$ cat config.mk
export PLATFORM = sky130hd
export DESIGN_NAME = lcd_bus_arbiter
export DESIGN_NICKNAME = d
export VERILOG_FILES = /design/src/rtl/lcd_pkg.sv /design/src/rtl/lcd_delay_timer.sv /design/src/rtl/lcd_bus_arbiter.sv
export SDC_FILE = /design/constraint.sdc
export NUM_CORES = 1
export LEC_CHECK = 0
export ABC_AREA = 0
export ABC_CLOCK_PERIOD_IN_PS = 5700
export CORE_AREA = 10 10 84 86
export DETAILED_ROUTE_END_ITERATION = 10
export DIE_AREA = 0 0 94 96
export PLACE_DENSITY = 0.73
export SETUP_SLACK_MARGIN = 0.4
export SYNTH_ARGS = -nofsm -noshare
export SYNTH_HDL_FRONTEND = slang
export SYNTH_SLANG_ARGS = --single-unit
$ cat constraint.sdc
create_clock -name clk -period 5.7 [get_ports clk]
set_input_delay 0.57 -clock clk [delete_from_list [all_inputs] [get_ports clk]]
set_output_delay 0.57 -clock clk [all_outputs]
set_load 0.05 [all_outputs]
$ cat src/rtl/lcd_pkg.sv
// Shared definitions for the character-LCD bus arbiter:
// command bytes, init ROM, FSM states and helpers.
package lcd_pkg;

   localparam logic [7:0] FUNC_SET_8B2L = 8'h38;
   localparam logic [7:0] DISP_ON       = 8'h0C;
   localparam logic [7:0] ENTRY_INC     = 8'h06;
   localparam logic [7:0] CLEAR         = 8'h01;
   localparam logic [7:0] HOME          = 8'h02;

   localparam int INIT_LEN = 4;

   typedef enum logic [2:0] {
      PWRUP,
      INIT_LOAD,
      IDLE,
      SETUP,
      PULSE,
      WAIT
   } lcd_state_e;

   // Clear and both home encodings need the long settle time
   function automatic logic is_slow_cmd(input logic rs, input logic [7:0] data);
      return !rs && (data == CLEAR || data == HOME || data == 8'h03);
   endfunction

   function automatic logic [7:0] init_rom(input logic [1:0] k);
      case (k)
         2'd0:    return FUNC_SET_8B2L;
         2'd1:    return DISP_ON;
         2'd2:    return ENTRY_INC;
         default: return CLEAR;
      endcase
   endfunction

   function automatic int imax(input int a, input int b);
      return (a > b) ? a : b;
   endfunction

endpackage

$ cat src/rtl/lcd_delay_timer.sv
// Loadable down-counter shared by the power-up, enable-pulse
// and settle phases. Holds at 1 once expired.
module lcd_delay_timer #(
   parameter int W       = 21,
   parameter int RST_VAL = 1
) (
   input  logic         clk,
   input  logic         rst,
   input  logic         load_i,
   input  logic [W-1:0] value_i,
   output logic         done_o
);

   logic [W-1:0] cnt_q, cnt_d;

   // Load on phase entry, otherwise count down and stop at 1
   always_comb begin
      cnt_d = cnt_q;
      if (load_i) begin
         cnt_d = value_i;
      end else if (cnt_q > W'(1)) begin
         cnt_d = cnt_q - W'(1);
      end
   end

   // Counter register; reset starts the power-up delay
   always_ff @(posedge clk) begin
      if (rst) begin
         cnt_q <= W'(RST_VAL);
      end else begin
         cnt_q <= cnt_d;
      end
   end

   assign done_o = (cnt_q == W'(1));

endmodule

$ cat src/rtl/lcd_bus_arbiter.sv
// Owns the 8-bit character-LCD bus: runs the init sequence,
// then round-robin grants single-byte writes from NREQ clients.
module lcd_bus_arbiter
   import lcd_pkg::*;
#(
   parameter int NREQ       = 2,
   parameter int EN_CYCLES  = 25,
   parameter int CMD_WAIT   = 2500,
   parameter int CLR_WAIT   = 100000,
   parameter int PWRUP_WAIT = 1000000
) (
   input  logic              clk,
   input  logic              rst,
   input  logic [NREQ-1:0]   req_valid,
   input  logic [NREQ-1:0]   req_rs,
   input  logic [8*NREQ-1:0] req_data,
   output logic [NREQ-1:0]   req_ready,
   output logic              busy,
   output logic              init_done,
   output logic [7:0]        lcd_data,
   output logic              lcd_rs,
   output logic              lcd_en
);

   localparam int TW = $clog2(imax(imax(PWRUP_WAIT, CLR_WAIT),
                                   imax(CMD_WAIT, EN_CYCLES)) + 1);

   lcd_state_e  state_q;
   logic [1:0]  idx_q;
   logic [1:0]  rr_q;
   logic        init_done_q;
   logic        en_q;
   logic        rs_q;
   logic [7:0]  data_q;

   logic          tload;
   logic          tdone;
   logic [TW-1:0] tval;

   logic [3:0] vld_x;
   logic [3:0] rs_x;
   logic [7:0] dat_x [4];
   logic       gnt_any;
   logic [1:0] gidx;
   logic [1:0] rr_nxt;
   logic [2:0] sum;
   logic [3:0] oh;

   lcd_delay_timer #(
      .W       (TW),
      .RST_VAL (PWRUP_WAIT)
   ) u_timer (
      .clk     (clk),
      .rst     (rst),
      .load_i  (tload),
      .value_i (tval),
      .done_o  (tdone)
   );

   // Widen the request bundle to four lanes for uniform indexing
   always_comb begin
      vld_x = '0;
      rs_x  = '0;
      for (int i = 0; i < 4; i++) dat_x[i] = '0;
      for (int i = 0; i < NREQ; i++) begin
         vld_x[i] = req_valid[i];
         rs_x[i]  = req_rs[i];
         dat_x[i] = req_data[8*i +: 8];
      end
   end

   // Round-robin search: first valid lane at or after rr_q
   always_comb begin
      gnt_any = 1'b0;
      gidx    = '0;
      sum     = '0;
      for (int k = 0; k < NREQ; k++) begin
         sum = {1'b0, rr_q} + 3'(k);
         if (sum >= 3'(NREQ)) sum = sum - 3'(NREQ);
         if (!gnt_any && vld_x[sum[1:0]]) begin
            gnt_any = 1'b1;
            gidx    = sum[1:0];
         end
      end
   end

   assign rr_nxt = (gidx == 2'(NREQ - 1)) ? 2'd0 : gidx + 2'd1;
   assign oh     = 4'b0001 << gidx;

   // Timer loads: pulse width on SETUP exit, settle on PULSE exit
   always_comb begin
      tload = 1'b0;
      tval  = TW'(EN_CYCLES);
      if (state_q == SETUP) begin
         tload = 1'b1;
      end else if (state_q == PULSE && tdone) begin
         tload = 1'b1;
         tval  = is_slow_cmd(rs_q, data_q) ? TW'(CLR_WAIT)
                                            : TW'(CMD_WAIT);
      end
   end

   // Main sequencer; ROM fetch happens on the cycle before SETUP
   always_ff @(posedge clk) begin
      if (rst) begin
         state_q     <= PWRUP;
         idx_q       <= '0;
         rr_q        <= '0;
         init_done_q <= 1'b0;
         en_q        <= 1'b0;
         rs_q        <= 1'b0;
         data_q      <= '0;
      end else begin
         unique case (state_q)
            PWRUP: begin
               if (tdone) begin
                  state_q <= SETUP;
                  idx_q   <= '0;
                  data_q  <= init_rom(2'd0);
                  rs_q    <= 1'b0;
               end
            end
            INIT_LOAD: begin
               state_q <= SETUP;
               data_q  <= init_rom(idx_q);
               rs_q    <= 1'b0;
            end
            IDLE: begin
               if (gnt_any) begin
                  state_q <= SETUP;
                  data_q  <= dat_x[gidx];
                  rs_q    <= rs_x[gidx];
                  rr_q    <= rr_nxt;
               end
            end
            SETUP: begin
               state_q <= PULSE;
               en_q    <= 1'b1;
            end
            PULSE: begin
               if (tdone) begin
                  state_q <= WAIT;
                  en_q    <= 1'b0;
               end
            end
            WAIT: begin
               if (tdone) begin
                  if (!init_done_q && idx_q != 2'(INIT_LEN - 1)) begin
                     state_q <= SETUP;
                     idx_q   <= idx_q + 2'd1;
                     data_q  <= init_rom(idx_q + 2'd1);
                     rs_q    <= 1'b0;
                  end else begin
                     state_q     <= IDLE;
                     init_done_q <= 1'b1;
                  end
               end
            end
            default: state_q <= PWRUP;
         endcase
      end
   end

   assign req_ready = (state_q == IDLE && gnt_any) ? oh[NREQ-1:0] : '0;
   assign busy      = (state_q != IDLE);
   assign init_done = init_done_q;
   assign lcd_data  = data_q;
   assign lcd_rs    = rs_q;
   assign lcd_en    = en_q;

endmodule
After elaboration in Yosys (flattened, before gate mapping)
Cells that the tools add are included.
{"block": "totals", "reg_bits": 38, "latch_bits": 0, "mem_bits_rw": 0, "mem_bits_ro": 0, "in_bits": 22, "out_inout_bits": 14, "memories": 0}
{"block": "op_classes", "n_addsub": 6, "multipliers": 0, "n_div": 0, "magnitude_cmp": 7, "eq_ne": 21, "shift": 1, "n_mux": 47, "bitwise_logic": 2, "reduce_logical": 23}
{"op": "17-bit two-way mux", "count": 3}
{"op": "8-bit two-way mux", "count": 6}
{"op": "20-bit two-way mux", "count": 2}
{"op": "6-bit one-hot mux with 3 select lines", "count": 2}
{"op": "8-bit one-hot mux with 4 select lines", "count": 1}
{"op": "20-bit by 1-bit equality test with 1-bit output (second input constant)", "count": 1}
{"op": "20-bit by 1-bit greater-than comparator with 1-bit output (second input constant)", "count": 1}
{"op": "20-bit by 1-bit subtractor with 20-bit output (second input constant)", "count": 1}
{"op": "2-bit two-way mux", "count": 9}
{"op": "3-bit one-hot mux with 6 select lines", "count": 1}
{"op": "8-bit binary-select mux with 2-bit select", "count": 1}
{"op": "8-bit by 2-bit equality test with 1-bit output (second input constant)", "count": 2}
{"op": "1-bit two-way mux", "count": 12}
{"op": "3-bit two-way mux", "count": 4}
{"op": "2-bit != test (second input constant)", "count": 6}
{"op": "2-bit by 3-bit < comparator with 1-bit output (second input constant)", "count": 3}
{"op": "8-bit by 1-bit equality test with 1-bit output (second input constant)", "count": 1}
{"op": "4-bit AND reduction", "count": 2}
{"op": "1-bit binary-select mux with 2-bit select", "count": 3}
{"op": "2-bit by 1-bit equality test with 1-bit output (second input constant)", "count": 3}
{"op": "3-bit by 2-bit equality test with 1-bit output (second input constant)", "count": 2}
{"op": "3-bit equality test (second input constant)", "count": 2}
{"op": "2-bit nonzero test", "count": 3}
{"op": "1-bit logical AND", "count": 5}
{"op": "other kinds (23)", "count": 31}

Longest topological paths before layout
Gate-level depths: netlist of the first run.
{"block": "depth", "ltp_word": 14, "mapped_depth": 7}

Cells and area by module
Synthesis of the first run repeated with hierarchy kept, for this count alone.
{"block": "hier_totals", "cells_unflattened": 272, "area_unflattened_um2": 2275.9}
{"module": "lcd_bus_arbiter", "n_inst": 1, "cells_each": 148, "area_per_inst_um2": 1209.9, "seq_area_each_um2": 360.3}
{"module": "lcd_delay_timer", "n_inst": 1, "cells_each": 124, "area_per_inst_um2": 1066.0, "seq_area_each_um2": 400.4}

Least setup slack after synthesis of the first run
OpenSTA, ideal clock, no wires.
{"block": "synth_path", "path_type": "register to output", "from": "reg state_q[1]", "to": "out req_ready[1]", "arrival_ps": 2293, "setup_slack_ps": 2837, "stages_incl_launch_ff": 6, "n_path_buf": 1, "cell_sequence": "dfxtp_1 clkbuf_1 inv_1 nor3_1 inv_1 nor2_1"}
{"block": "synth_via", "elab_chain_len": 3}
{"element": "from (decl)", "line_no": "lcd_bus_arbiter.sv:28", "rtl": "lcd_state_e state_q;"}
{"element": "from (signal assigned)", "line_no": "lcd_bus_arbiter.sv:106", "rtl": "state_q <= PWRUP;"}
{"element": "from (signal assigned)", "line_no": "lcd_bus_arbiter.sv:117", "rtl": "state_q <= SETUP;"}
{"element": "from (signal assigned)", "line_no": "lcd_bus_arbiter.sv:124", "rtl": "state_q <= SETUP;"}
{"element": "3-bit by 2-bit equality test with 1-bit output", "line_no": "lcd_bus_arbiter.sv:164", "rtl": "assign req_ready = (state_q == IDLE && gnt_any) ? oh[NREQ-1:0] : '0;"}
{"element": "1-bit logical AND", "line_no": "lcd_bus_arbiter.sv:164"}
{"element": "2-bit two-way mux", "line_no": "lcd_bus_arbiter.sv:164"}
{"element": "to (decl)", "line_no": "lcd_bus_arbiter.sv:17", "rtl": "output logic [NREQ-1:0] req_ready,"}
Every way passes these cells.

Final worst setup path of the first run
Same ends and word-level chain as after synthesis.

==> metrics.md, run 1 <==
| Metric | Value |
|---|---|
| WL/cell | 16.1 um |
| Final min period | 3.47 ns |
| Core Box Area | 0.00541 mm2 |
| Critical Path Stages | 5 |
| Die area | 0.00902 mm2 |
| First drt pass iteration count | 5 |
| Mean post-synth cell area | 8.12 um2 |
| Register area share after synthesis | 31.8% |
| Initial antenna violation count | 0 |
| Fin util | 53.4% |
| Max-cap violations | 0 |
| # H-tree levels | 2 |
| Arrival time worst endpoint | 2.90 ns |
| Async SR Flop Fraction | 0% |
| Setup ws final | 2.23 ns |
| Skew final | 0.00330 ns |
| Buf+Inv Stages, Crit Path | 3 |
| Setup violations, final | 0 |
| Worst Tran Pin Value | 0.964 ns |
| Most frequent CP cell | inv_1 |
| WL met2 | 2930 um |
| Post-DRT Antenna Nets | 0 |
| Largest net degree at the start of global routing | 24 |
| Crit path kind | flop to output port |
| Ports | 36 |
| DR DRC count | 0 |
| Die span in x | 94 um |
| Final #Nets | 358 |
| Crit path max fanout | 11 |
| Critical Path Start | state_q[1] |
| R2R depth | 5 |
| CTS max path bufs | 2 |
| Tcrit/Tclk final | 60.9% |
| Clock latency at the later pin of the worst-skew pair | 0.30 ns |
| Post-synth EDFFs | 0 |
| Tightest Hold Check Type | flop to flop |
| Met3 WL post-DR | 622 um |
| Drt total wl | 6420 um |
| Post-DP HPWL | 4720 um |
| FP Rows | 27 |
| Worst-path cell chain | inv_1 > nor3_1 > inv_1 > nor2_1 > clkdlybuf4s50_1 |
| Critical Path End Type | output port |
| RSZ-0062 raised after global routing | no |
| Ant. Diodes | 0 |
| Mapped cell area | 0.00239 mm2 |
| Synth Warn # | 0 |
| Post-Place Cell Area | 0.00280 mm2 |
| First-pass GRT wire length | 10600 um |
| Max transition margin | 35.3% |
| Gpl congestion | 0.917 |
| Tot GR Track Use | 14.4% |
| Hold bufs inserted after CTS | 0 |
| Grt ovf | 0 |
| Port bufs | 35 |
| Register bit total from synthesis | 38 |
| CTS root buffer | clkbuf_8 |
| Reg2reg start | u_timer.cnt_q[4] |
| Peak VDD IR | 93.5 uV |
| Number of global-route vias before repair | 2331 |
| Crit path capture | req_ready[1] |
| Drt initial violations | 110 |
| CTS buffer count | 5 |
| Metal-1 WL | 2760 um |
| Yosys cell types | 53 |
| Max Used Layer | met4 |
| Pwr dens | 222 mW/mm2 |
| Die span in y | 96 um |
| Pre-CTS setup slack | 2.58 ns |
| CP required | 5.13 ns |
| CP Launch Type | flop |
| Final TNS setup | 0 ns |
| Clock sink total | 38 |
| R2r setup slk | 3.10 ns |
| Top FF cell, synth | dfxtp_1 |
| Delay of the slowest critical-path stage | 0.82 ns |
| Area Growth Syn to Fin | 20.5% |
| TritonCTS clock tree | done |
| DR vias | 2410 |
| Endpoints failing hold | 0 |
| Post-Syn Instances | 295 |
| Worst R2R End | u_timer.cnt_q[19] |
| Worst path top cell family by delay | buffers and inverters |
| Max Freq | 288 MHz |
| DR vias/cell | 6.04 |
| Starting Density | 44.3% |
| Outcome | finished clean |
| Max-slew violation count | 0 |
| Layout cells sized above 1 | 7.95% |
| Finished Cell Area | 0.00289 mm2 |
| Clk slew on worst S/H paths | 0.08 ns |
| # resized after CTS | 0 |
| Net Count, Synth | 327 |
| Pleak | 1.02 nW |
| Final hold slack | 0.480 ns |
| Postcts setup bufs | 0 |
| Slowest stage cell, crit path | clkdlybuf4s50_1 |
-- power breakdown --
part,switching [W],internal [W]
registers,0.0000205,0.000282
clock network,0.0000995,0.0000977
logic,0.0000779,0.0000635
-- worst min-delay path by stage --
stage / start / to / slack [ns] / cells past startpoint
3_3_place_gp: lcd_data[0] / lcd_data[0] / 0.46 / 2
2_1_floorplan: u_timer.cnt_q[13] / u_timer.cnt_q[13] / 0.45 / 2
3_5_place_dp: lcd_rs / lcd_rs / 0.47 / 2
6_report: lcd_rs / lcd_rs / 0.48 / 2
4_1_cts: lcd_rs / lcd_rs / 0.48 / 2
5_1_grt: lcd_rs / lcd_rs / 0.52 / 2
-- final cells by class --
cell class	count	area, um2
multi-input combinational	234	1550
timing repair buffer	36	358
clock buffer	7	86.3
inverter	11	41.3
sequential	38	761
tap	72	90.1
clock inverter	1	5.00
fill	530	2520
-- synth_stat cells (4+ instances only) --
library cell / number / area, um2
o21ai_0: 26 / 130
clkbuf_1: 9 / 33.8
o311ai_0: 4 / 35.0
a211oi_1: 4 / 30.0
mux2_2: 7 / 78.8
nand2_1: 21 / 78.8
nor4_1: 4 / 25.0
nor2_1: 22 / 82.6
inv_1: 11 / 41.3
mux2i_1: 13 / 130
or3_1: 11 / 68.8
xnor2_1: 4 / 35.0
nor3_1: 9 / 45.0
nand3_1: 11 / 55.1
ha_1: 10 / 125
a21oi_1: 26 / 130
nand4_1: 5 / 31.3
dfxtp_1: 38 / 761
-- logic make-up after synthesis --
kind of cell             count (synthesis)  share of synthesized area, %
AO/OA/AOI/OAI                           86                          22.8
XOR/XNOR                                 5                          1.83
adder cells (fa/ha/maj)                 10                          5.22
buffers and inverters                   23                          3.71
flip-flops                              38                          31.8
multiplexers                            20                          8.73
AND/OR/NAND/NOR                        113                          26.0
-- layer usage --
| layer | GRT usage (%) | vias to the layer above |
|---|---|---|
| met1 | 16.6 | 1116 |
| met2 | 22.7 | 105 |
| met3 | 6.46 | 13 |
| li1 | - | 1176 |
| met5 | 0 | - |
| met4 | 6.08 | 0 |
-- cell usage in the layout (no fill, tap or decap), types with 3 or more instances in the layout --
cell              n
mux2_2            7
inv_1            11
o311ai_0          4
a21oi_1          26
nand2_1          21
nor3b_1           3
a211oi_1          4
ha_1             10
a31oi_1           3
nand3_1          11
mux2i_1          13
dfxtp_1          38
o211ai_1          3
nand4_1           5
and3_1            3
nor3_1            9
nor2_1           22
clkdlybuf4s50_1  35
clkbuf_8          6
nor4_1            4
xnor2_1           4
or3_1            11
o21ai_0          26
nor2b_1           3
o31ai_1           3
-- registers in the layout, summed over array words and instances, names as in the netlist --
signal / flops
idx_q: 2
lcd_en: 1
lcd_rs: 1
state_q: 3
u_timer.cnt_q: 20
rr_q: 2
init_done: 1
lcd_data: 8
-- worst register-to-register path, delay by kind of cell, from the launching register on --
kind             cells  cell delay, ns
AO/OA/AOI/OAI        2            0.80
flip-flops           1            0.35
AND/OR/NAND/NOR      3            1.31
-- metrics by stage --
| stage | power [W] | cells |
|---|---|---|
| floorplan | 0.000401 | 295 |
| global placement | 0.000446 | 391 |
| detailed placement | 0.000448 | 391 |
| CTS | 0.000642 | 399 |
| global route | 0.000673 | 399 |
| finish | 0.000641 | 399 |
(Power assumes the default switching activity.)
==> run 2, diff against run 1 <==
--- a/config.mk
+++ b/config.mk
@@ -6,11 +6,11 @@
 export NUM_CORES = 1
 export LEC_CHECK = 0
 export ABC_AREA = 0
-export ABC_CLOCK_PERIOD_IN_PS = 5700
+export ABC_CLOCK_PERIOD_IN_PS = 2800
 export CORE_AREA = 10 10 84 86
 export DETAILED_ROUTE_END_ITERATION = 10
 export DIE_AREA = 0 0 94 96
-export PLACE_DENSITY = 0.73
+export PLACE_DENSITY = 0.76
 export SETUP_SLACK_MARGIN = 0.4
 export SYNTH_ARGS = -nofsm -noshare
 export SYNTH_HDL_FRONTEND = slang
==> constraint.sdc (replaced) <==
create_clock -name clk -period 2.8 [get_ports clk]
set_input_delay 0.28 -clock clk [delete_from_list [all_inputs] [get_ports clk]]
set_output_delay 0.28 -clock clk [all_outputs]
set_load 0.05 [all_outputs]
==> metrics.md, run 2 (synthesized netlist as in run 1, its figures left out) <==
| Metric | Value |
|---|---|
| Buf+Inv Stages, Crit Path | 0 (was 3) |
| Most frequent cells in the layout | 37 x dfxtp_1, 32 x clkdlybuf4s50_1, 26 x o21ai_0, 26 x a21oi_1 (was 38 x dfxtp_1, 35 x clkdlybuf4s50_1, 26 x o21ai_0, 26 x a21oi_1, 22 x nor2_1) |
| Worst path top cell family by delay | simple AND/OR/NAND/NOR gates (was buffers and inverters) |
| Gpl congestion | 0.869 (was 0.917) |
| CTS root buffer | clkbuf_8 (unchanged) |
| Comb pwr share | 23.1% (was 22.1%) |
| Peak VDD IR | 256 uV (was 93.5 uV) |
| Clock power frac | 29.0% (was 30.8%) |
| CTS max path bufs | 2 (unchanged) |
| Critical Path End Type | flop (was output port) |
| Post-DP HPWL | 4890 um (was 4720 um) |
| DR vias | 2390 (was 2410) |
| Fin util | 55.2% (was 53.4%) |
| RSZ-0062 raised after global routing | yes (was no) |
| Tot GR Track Use | 14.4% (about the same) |
| Die span in y | 96 um (unchanged) |
| Max reg flops | 20 (unchanged) |
| Ports | 36 (unchanged) |
| Final min period | 2.36 ns |
| Die area | 0.00902 mm2 (unchanged) |
| Arrival time worst endpoint | 2.59 ns (was 2.90 ns) |
| Endpoints failing hold | 0 (unchanged) |
| First drt pass iteration count | 4 (was 5) |
| Tightest Hold Check Type | flop to flop (unchanged) |
| Max Freq | 424 MHz |
| Delay of the slowest critical-path stage | 0.59 ns (was 0.82 ns) |
| Switching share of power | 30.1% (was 30.9%) |
| Initial antenna violation count | 0 (unchanged) |
| Tcrit/Tclk final | 84.2% |
| Post-Layout Cell Count | 408 (was 399) |
| Core Box Area | 0.00541 mm2 (unchanged) |
| Port bufs | 35 (unchanged) |
| Post-Place Cell Area | 0.00286 mm2 (was 0.00280 mm2) |
| First-pass GRT wire length | 10900 um (was 10600 um) |
| Final TNS setup | 0 ns (unchanged) |
| Slowest stage cell, crit path | or4_4 (was clkdlybuf4s50_1) |
| Post-DRT Antenna Nets | 0 (unchanged) |
| Flop pwr share | 47.9% (was 47.2%) |
| Clock sink total | 38 (unchanged) |
| TritonCTS clock tree | done (unchanged) |
| Sw Pwr | 0.000389 W (was 0.000198 W) |
| Hold bufs inserted after CTS | 0 (unchanged) |
| Crit path kind | flop to flop (was flop to output port) |
| Max transition margin | 59.7% (was 35.3%) |
| Dpl cells | 400 (was 391) |
| WL/cell | 16.0 um (was 16.1 um) |
| Grt ovf | 0 (unchanged) |
| DR vias/cell | 5.86 (was 6.04) |
| Most frequent CP cell | or4_4 (was inv_1) |
| Skew final | 0.00553 ns (was 0.00330 ns) |
| Pwr dens | 433 mW/mm2 (was 222 mW/mm2) |
| Max-cap violations | 0 (unchanged) |
| Ant. Diodes | 0 (unchanged) |
| Finished Cell Area | 0.00298 mm2 (was 0.00289 mm2) |
| Number of global-route vias before repair | 2371 (was 2331) |
| CP required | 3.03 ns (was 5.13 ns) |
| CTS buffer count | 5 (unchanged) |
| # H-tree levels | 2 (unchanged) |
| Crit path max fanout | 7 (was 11) |
| Max-slew violation count | 0 (unchanged) |
| Drt total wl | 6510 um (was 6420 um) |
| Layout cells sized above 1 | 13.4% (was 7.95%) |
| Commonest non-fill, non-tap cell in the layout | dfxtp_1 (unchanged) |
| Clk slew on worst S/H paths | 0.07 ns (was 0.08 ns) |
| Setup violations, final | 0 (unchanged) |
| Worst-path cell chain | or4_4 > or3_4 > or4_4 > or2_1 > a21oi_2 (was inv_1 > nor3_1 > inv_1 > nor2_1 > clkdlybuf4s50_1) |
| Outcome | finished clean (unchanged) |
| Int Power | 0.000903 W (was 0.000443 W) |
| DR DRC count | 0 (unchanged) |
| Final #Nets | 369 (was 358) |
| Pleak | 1.09 nW (was 1.02 nW) |
| Starting Density | 44.3% (unchanged) |
| Filler instances | 526 (was 530) |
| Clock latency at the later pin of the worst-skew pair | 0.29 ns (was 0.30 ns) |
| Most flop-heavy register | u_timer.cnt_q (unchanged) |
| Area Growth Syn to Fin | 24.6% (was 20.5%) |
| Worst Tran Pin Value | 0.604 ns (was 0.964 ns) |
| Pre-CTS setup slack | 0.318 ns (was 2.58 ns) |
| Drt initial violations | 171 (was 110) |
| Die span in x | 94 um (unchanged) |
| Largest net degree at the start of global routing | 17 (was 24) |
| FP Rows | 27 (unchanged) |
| Setup ws final | 0.443 ns (was 2.23 ns) |
| CP Launch Type | flop (unchanged) |
[run 2: changes by cell type in the layout (fill, tap and decap cells not counted), sizes merged]
cell / delta
buf: +13
clkdlybuf4s50: -3
clkbuf: -1
clkinv: -1
dlygate4sd2: +1
[run 2: final timing paths]
path                                   startpoint          end  slack [ns]  depth (start not counted)
worst min-delay path                  lcd_data[6]  lcd_data[6]        0.48                          2
worst min register to register        lcd_data[6]  lcd_data[6]        0.48                          2
worst max-delay path            u_timer.cnt_q[16]     idx_q[1]        0.44                          5
worst max register to register  u_timer.cnt_q[16]     idx_q[1]        0.44                          5
[run 2: timing repair]
item	in CTS	in global routing
endpoints found under the setup margin	4	7
buffers inserted	0	2
gates resized for setup	3	4
pin swaps	0	1
[run 2: layout make-up]
| type | instances | area, um2 | area share [%] |
|---|---|---|---|
| multi-input cells | 234 | 1570 | 52.7 |
| flip-flops and latches | 38 | 762 | 25.5 |
| repair buffers | 47 | 434 | 14.5 |
| well taps | 72 | 90.1 | 3.02 |
| clock buffers | 6 | 82.6 | 2.77 |
| inverters | 11 | 41.3 | 1.38 |
[run 2: routing by layer]
layer / vias up / share of wire (%) / track usage (%) / wire, um
met5: - / 0 / 0 / 0
met4: 0 / 0.84 / 2.41 / 55
met3: 8 / 8.4 / 5.45 / 545
met2: 83 / 48 / 24.9 / 3110
met1: 1113 / 43 / 16.9 / 2800
li1: 1186 / - / - / -
[run 2: tightest hold or removal path: stages (launching register included)]
cell and delay, ns:
dfxtp_1 0.33, nand2_1 0.06, mux2i_1 0.06
[run 2: power groups by stage]
stage                     clock (W)  sequential, W  combinational (W)
final                      0.000374       0.000619           0.000299
after global routing       0.000408       0.000626           0.000329
after CTS                  0.000381       0.000616           0.000297
after detailed placement          0       0.000628           0.000295
after global placement            0       0.000627           0.000293
after floorplan                   0       0.000635           0.000182
[run 2: per-stage QoR]
stage	total power [W]	hold slack [ns]
after floorplan	0.000817	0.446
after global placement	0.000920	0.457
after detailed placement	0.000923	0.480
after CTS	0.00129	0.489
after global routing	0.00136	0.511
final	0.00129	0.484
==> run 3, diff against run 2 <==
--- a/config.mk
+++ b/config.mk
@@ -6,7 +6,7 @@
 export NUM_CORES = 1
 export LEC_CHECK = 0
 export ABC_AREA = 0
-export ABC_CLOCK_PERIOD_IN_PS = 2800
+export ABC_CLOCK_PERIOD_IN_PS = 2100
 export CORE_AREA = 10 10 84 86
 export DETAILED_ROUTE_END_ITERATION = 10
 export DIE_AREA = 0 0 94 96
==> constraint.sdc (replaced) <==
create_clock -name clk -period 2.1 [get_ports clk]
set_input_delay 0.21 -clock clk [delete_from_list [all_inputs] [get_ports clk]]
set_output_delay 0.21 -clock clk [all_outputs]
set_load 0.05 [all_outputs]
==> metrics.md, run 3 (synthesized netlist as in run 1, its figures left out) <==
| Metric | Value |
|---|---|
| Outcome | complete, but fails checks (was finished clean) |
| Violated checks | negative setup slack |
| Number of global-route vias before repair | 2714 (was 2371) |
| Crit path kind | flop to flop (unchanged) |
| DR DRC count | 0 (unchanged) |
| Pleak | 1.49 nW (was 1.09 nW) |
| CP Launch Type | flop (unchanged) |
| Die span in x | 94 um (unchanged) |
| Starting Density | 44.3% (unchanged) |
| CTS buffer count | 5 (unchanged) |
| Clock sink total | 38 (unchanged) |
| R2R depth | 8 (was 5) |
| Pre-CTS setup slack | -0.222 ns (was 0.318 ns) |
| Largest net degree at the start of global routing | 17 (unchanged) |
| Clock latency at the later pin of the worst-skew pair | 0.30 ns (was 0.29 ns) |
| Most frequent cells in the layout | 53 x buf_4, 31 x dfxtp_1, 25 x a21oi_1 (was 37 x dfxtp_1, 32 x clkdlybuf4s50_1, 26 x o21ai_0, 26 x a21oi_1) |
| Commonest non-fill, non-tap cell in the layout | buf_4 (was dfxtp_1) |
| Layout cells sized above 1 | 34.2% (was 13.4%) |
| Setup violations, final | 4 (was 0) |
| Final TNS setup | -0.138 ns (was 0 ns) |
| Worst Tran Pin Value | 0.532 ns (was 0.604 ns) |
| Critical Path End Type | flop (unchanged) |
| Setup ws final | -0.0608 ns (was 0.443 ns) |
| Endpoints failing hold | 0 (unchanged) |
| CTS max path bufs | 2 (unchanged) |
| Max Freq | 463 MHz (was 424 MHz) |
| Hold bufs inserted after CTS | 0 (unchanged) |
| Port bufs | 35 (unchanged) |
| TritonCTS clock tree | done (unchanged) |
| Drt total wl | 7710 um (was 6510 um) |
| DR vias | 2653 (was 2390) |
| Tightest Hold Check Type | flop to flop (unchanged) |
| Sequential cell area | 774 um2 (was 762 um2) |
| Gpl congestion | 0.894 (was 0.869) |
| Filler instances | 432 (was 526) |
| Total power | 0.00185 W (was 0.00129 W) |
| Peak VDD IR | 364 uV (was 256 uV) |
| Initial antenna violation count | 0 (unchanged) |
| # H-tree levels | 2 (unchanged) |
| Max reg flops | 20 (unchanged) |
| Post-DRT Antenna Nets | 0 (unchanged) |
| Grt ovf | 0 (unchanged) |
| Max-cap violations | 0 (unchanged) |
| Max-slew violation count | 0 (unchanged) |
| Arrival time worst endpoint | 2.40 ns (was 2.59 ns) |
| CP required | 2.34 ns (was 3.03 ns) |
| FP Rows | 27 (unchanged) |
| RSZ-0062 raised after global routing | yes (unchanged) |
| Final min period | 2.16 ns (was 2.36 ns) |
| DR vias/cell | 5.83 (was 5.86) |
| Area Growth Syn to Fin | 50.1% (was 24.6%) |
| Clk slew on worst S/H paths | 0.08 ns (was 0.07 ns) |
| Most flop-heavy register | u_timer.cnt_q (unchanged) |
| Footprint of the multi-input gates | 0.00178 mm2 (was 0.00157 mm2) |
| Core Box Area | 0.00541 mm2 (unchanged) |
| WL/cell | 16.9 um (was 16.0 um) |
| Tot GR Track Use | 16.9% (was 14.4%) |
| Final hold slack | 0.483 ns (was 0.484 ns) |
| Die span in y | 96 um (unchanged) |
| Ports | 36 (unchanged) |
| Skew final | 0.00852 ns (was 0.00553 ns) |
| Hold depth | 2 (unchanged) |
| Tcrit/Tclk final | 103% (was 84.2%) |
| Drt initial violations | 156 (was 171) |
| Crit path max fanout | 4 (was 7) |
| CTS root buffer | clkbuf_8 (unchanged) |
| Final #Nets | 415 (was 369) |
| Post-DP HPWL | 5440 um (was 4890 um) |
| Die area | 0.00902 mm2 (unchanged) |
| First-pass GRT wire length | 12600 um (was 10900 um) |
| First drt pass iteration count | 5 (was 4) |
| Ant. Diodes | 0 (unchanged) |
| Max transition margin | 64.7% (was 59.7%) |
| Pwr dens | 514 mW/mm2 (was 433 mW/mm2) |
-- run 3: cell count changes in the layout (fill, tap and decap cells not counted), moves of 5 or more --
cell / before / now
clkdlybuf4s50_1: 32 / 22
dfxtp_1: 37 / 31
nor3_1: 8 / 3
dlygate4sd2_1: 1 / 6
buf_4: 14 / 53
buf_6: 0 / 6
-- run 3: power by group --
group	switching, W	internal, W	total [W]
Clock	0.000274	0.000223	0.000497
Sequential	0.0000654	0.000765	0.000830
Combinational	0.000262	0.000258	0.000520
-- run 3: stage by stage --
stage | instance area, um2 | std cells | util, %
after floorplan | 2510 | 295 | -
after global placement | 3220 | 432 | 59.6
after detailed placement | 3220 | 432 | 59.6
after CTS | 3540 | 454 | 65.5
after global routing | 3590 | 455 | 66.5
final | 3590 | 455 | 66.5
-- run 3: per-layer routing --
| metal | vias to the layer above | GRT usage [%] | wire [um] |
|---|---|---|---|
| met5 | - | 0 | 0 |
| met4 | 0 | 6.33 | 170 |
| met3 | 28 | 4.75 | 527 |
| met2 | 115 | 30.4 | 3910 |
| met1 | 1229 | 18.5 | 3090 |
| li1 | 1281 | - | - |
-- run 3: timing repair --
item,CTS,global route
pin swaps,13,2
gates cloned,0,0
hold endpoints to repair,0,0
buffers inserted,15,1
resized for setup,47,15
endpoints found under the setup margin,45,42
-- run 3: cell type report --
| cell class | count | area share, % |
|---|---|---|
| multi-input cells | 234 | 49.4 |
| repair buffers | 93 | 23.1 |
| clock inverters | 2 | 0.279 |
| clock buffers | 5 | 1.92 |
| well taps | 72 | 2.51 |
| flip-flops and latches | 38 | 21.6 |
| inverters | 11 | 1.25 |
-- run 3: worst paths after layout --
kind / from / slack [ns] / to
min: lcd_data[6] / 0.48 / lcd_data[6]
min reg2reg: lcd_data[6] / 0.48 / lcd_data[6]
max reg2reg: u_timer.cnt_q[16] / -0.06 / u_timer.cnt_q[19]
max: u_timer.cnt_q[16] / -0.06 / u_timer.cnt_q[19]
-- run 3: worst max-delay path, stage by stage, from the launching register on --
cell	delay, ns
dfxtp_2	0.32
or4_4	0.53
buf_4	0.19
nor4_4	0.27
buf_4	0.19
a2111oi_2	0.07
buf_4	0.17
a211o_1	0.28
nand3_1	0.07
==> variant, RTL diff (config.mk and constraints of run 2) <==
Change the parameter `EN_CYCLES` from 25 to 50.
--- a/src/rtl/lcd_bus_arbiter.sv
+++ b/src/rtl/lcd_bus_arbiter.sv
@@ -4,7 +4,7 @@
    import lcd_pkg::*;
 #(
    parameter int NREQ       = 2,
-   parameter int EN_CYCLES  = 25,
+   parameter int EN_CYCLES  = 50,
    parameter int CMD_WAIT   = 2500,
    parameter int CLR_WAIT   = 100000,
    parameter int PWRUP_WAIT = 1000000
Function: no difference found for any inputs over 10 cycles, from zero or initial values and one cycle with rst high; that may be too few to reach the edited logic, so the function may still have changed.
==> variant against run 2 <==
- critical endpoint is now lcd_data[5]$_SDFFE_PP0P_
- setup slack worse by 0.093 ns
- highest routed layer unchanged
- final area rose by 4.6%
- synthesized area down 0.42%
- die area unchanged
- global-route usage grew 0.86 points
- largest cell class unchanged
- wire length is 6.3% higher
- sequential cell count is the same
- synthesized cell count grew 0.34%
- total power rose by 18%
==> variant: results (changes against run 2) <==
routed-via-count: 2415  # +1.0%
grt_pass1_vias: 2294  # -3.2%
grt_pass1_wl_um: 11250  # +3.2%
placedCellCount: 399  # -0.25%
htree_num_levels: 2  # unchanged
internal_power_mw: 1.074  # +19%
seq_share_pct: 24.57  # -0.97 points
clock_buffers: 5  # -1
gp_congestion: 0.8671  # -0.25%
r2r-end: "lcd_data[5]$_SDFFE_PP0P_"
synth_xor_area_share_pct: 5.876  # +4.0 points
min_from: "lcd_data[3]$_SDFFE_PP0P_"
use_met1_pct: 18.21  # +1.3 points
hpwl_um: 5007  # +2.4%
syn_inst: 296  # +0.34%
synth_mux_area_share_pct: 3.463  # -5.3 points
synth_nets: 328  # +0.31%
max_freq_ghz: 0.4082  # -3.8%
max_slew_margin_pct: 58.46  # -1.3 points
multi_input_cells: 228  # -2.6%
met2_usage_pct: 25.40  # +0.52 points
placed_cell_area_um2: 2890  # +1.0%
ys_seq_area_share_pct: 31.90  # +0.13 points
worst-path-max-fanout: 8  # +1
synthTopCellsByArea: "dfxtp_1 32%, ha_1 5.2%, a21oi_1 4.6%"
wl_met3_um: 631  # +16%
drt_iter0_drc: 249  # +46%
inverters_excl_clock: 12  # +1
leakage_nw: 1.130  # +3.9%
synth_fa_ha_area_share_pct: 5.247  # +0.022 points
max_stage_delay_ns: 0.56  # -0.03 ns
nonClockBufferCount: 55  # +17%
buf_share_pct: 16.19  # +1.6 points
reg2reg_from: "u_timer.cnt_q[17]$_SDFFE_PP1P_"
synth_compound_area_share_pct: 21.98  # -0.80 points
clock_area_share_pct: 4.409  # +1.6 points
grt_use_met3_pct: 5.292  # -0.16 points
synth_common_cells: "38 x dfxtp_1, 29 x nor2_1, 22 x a21oi_1"
drive_above_1_share_pct: 17.89  # +4.5 points
reg2reg_slack_ns: 0.35  # -0.09 ns
fillers: 502  # -4.6%
hold_ws_ns: 0.4795  # -0.004675 ns
critPathSlowestCell: "or4b_4"
synth_cell_types: 58  # +9.4%
outcome: "complete, no violations"
drt-pass1-iter-count: 5  # +1
-- variant: cell count changes in the layout (fill, tap and decap cells not counted), moves of 6 or more --
cell,delta
buf_4,+8
mux2i_1,-7
nand2_1,-7
nor2_1,+7
o21ai_0,-7
o22ai_1,+6
or3_1,-8
xnor2_1,+8
-- variant: power groups by stage --
stage | clock (mW) | sequential, mW | combinational [mW]
2_1_floorplan | 0 | 0.640 | 0.211
3_3_place_gp | 0 | 0.640 | 0.299
3_5_place_dp | 0 | 0.644 | 0.304
4_1_cts | 0.576 | 0.631 | 0.309
5_1_grt | 0.602 | 0.643 | 0.353
6_report | 0.570 | 0.636 | 0.323
-- variant: cell families (layout without fill, tap and decap cells) --
group	count (synthesis)	in the layout
compound gates	79	79
fa+ha+maj	10	10
flops	38	38
simple gates	115	115
buf+inv	30	75
xor+xnor	16	16
mux	8	8
-- variant: what timing repair did --
item / in CTS / in global routing
setup endpoints to repair: 18 / 25
pin swaps: 5 / 4
setup buffers: 5 / 1
resized for setup: 4 / 8
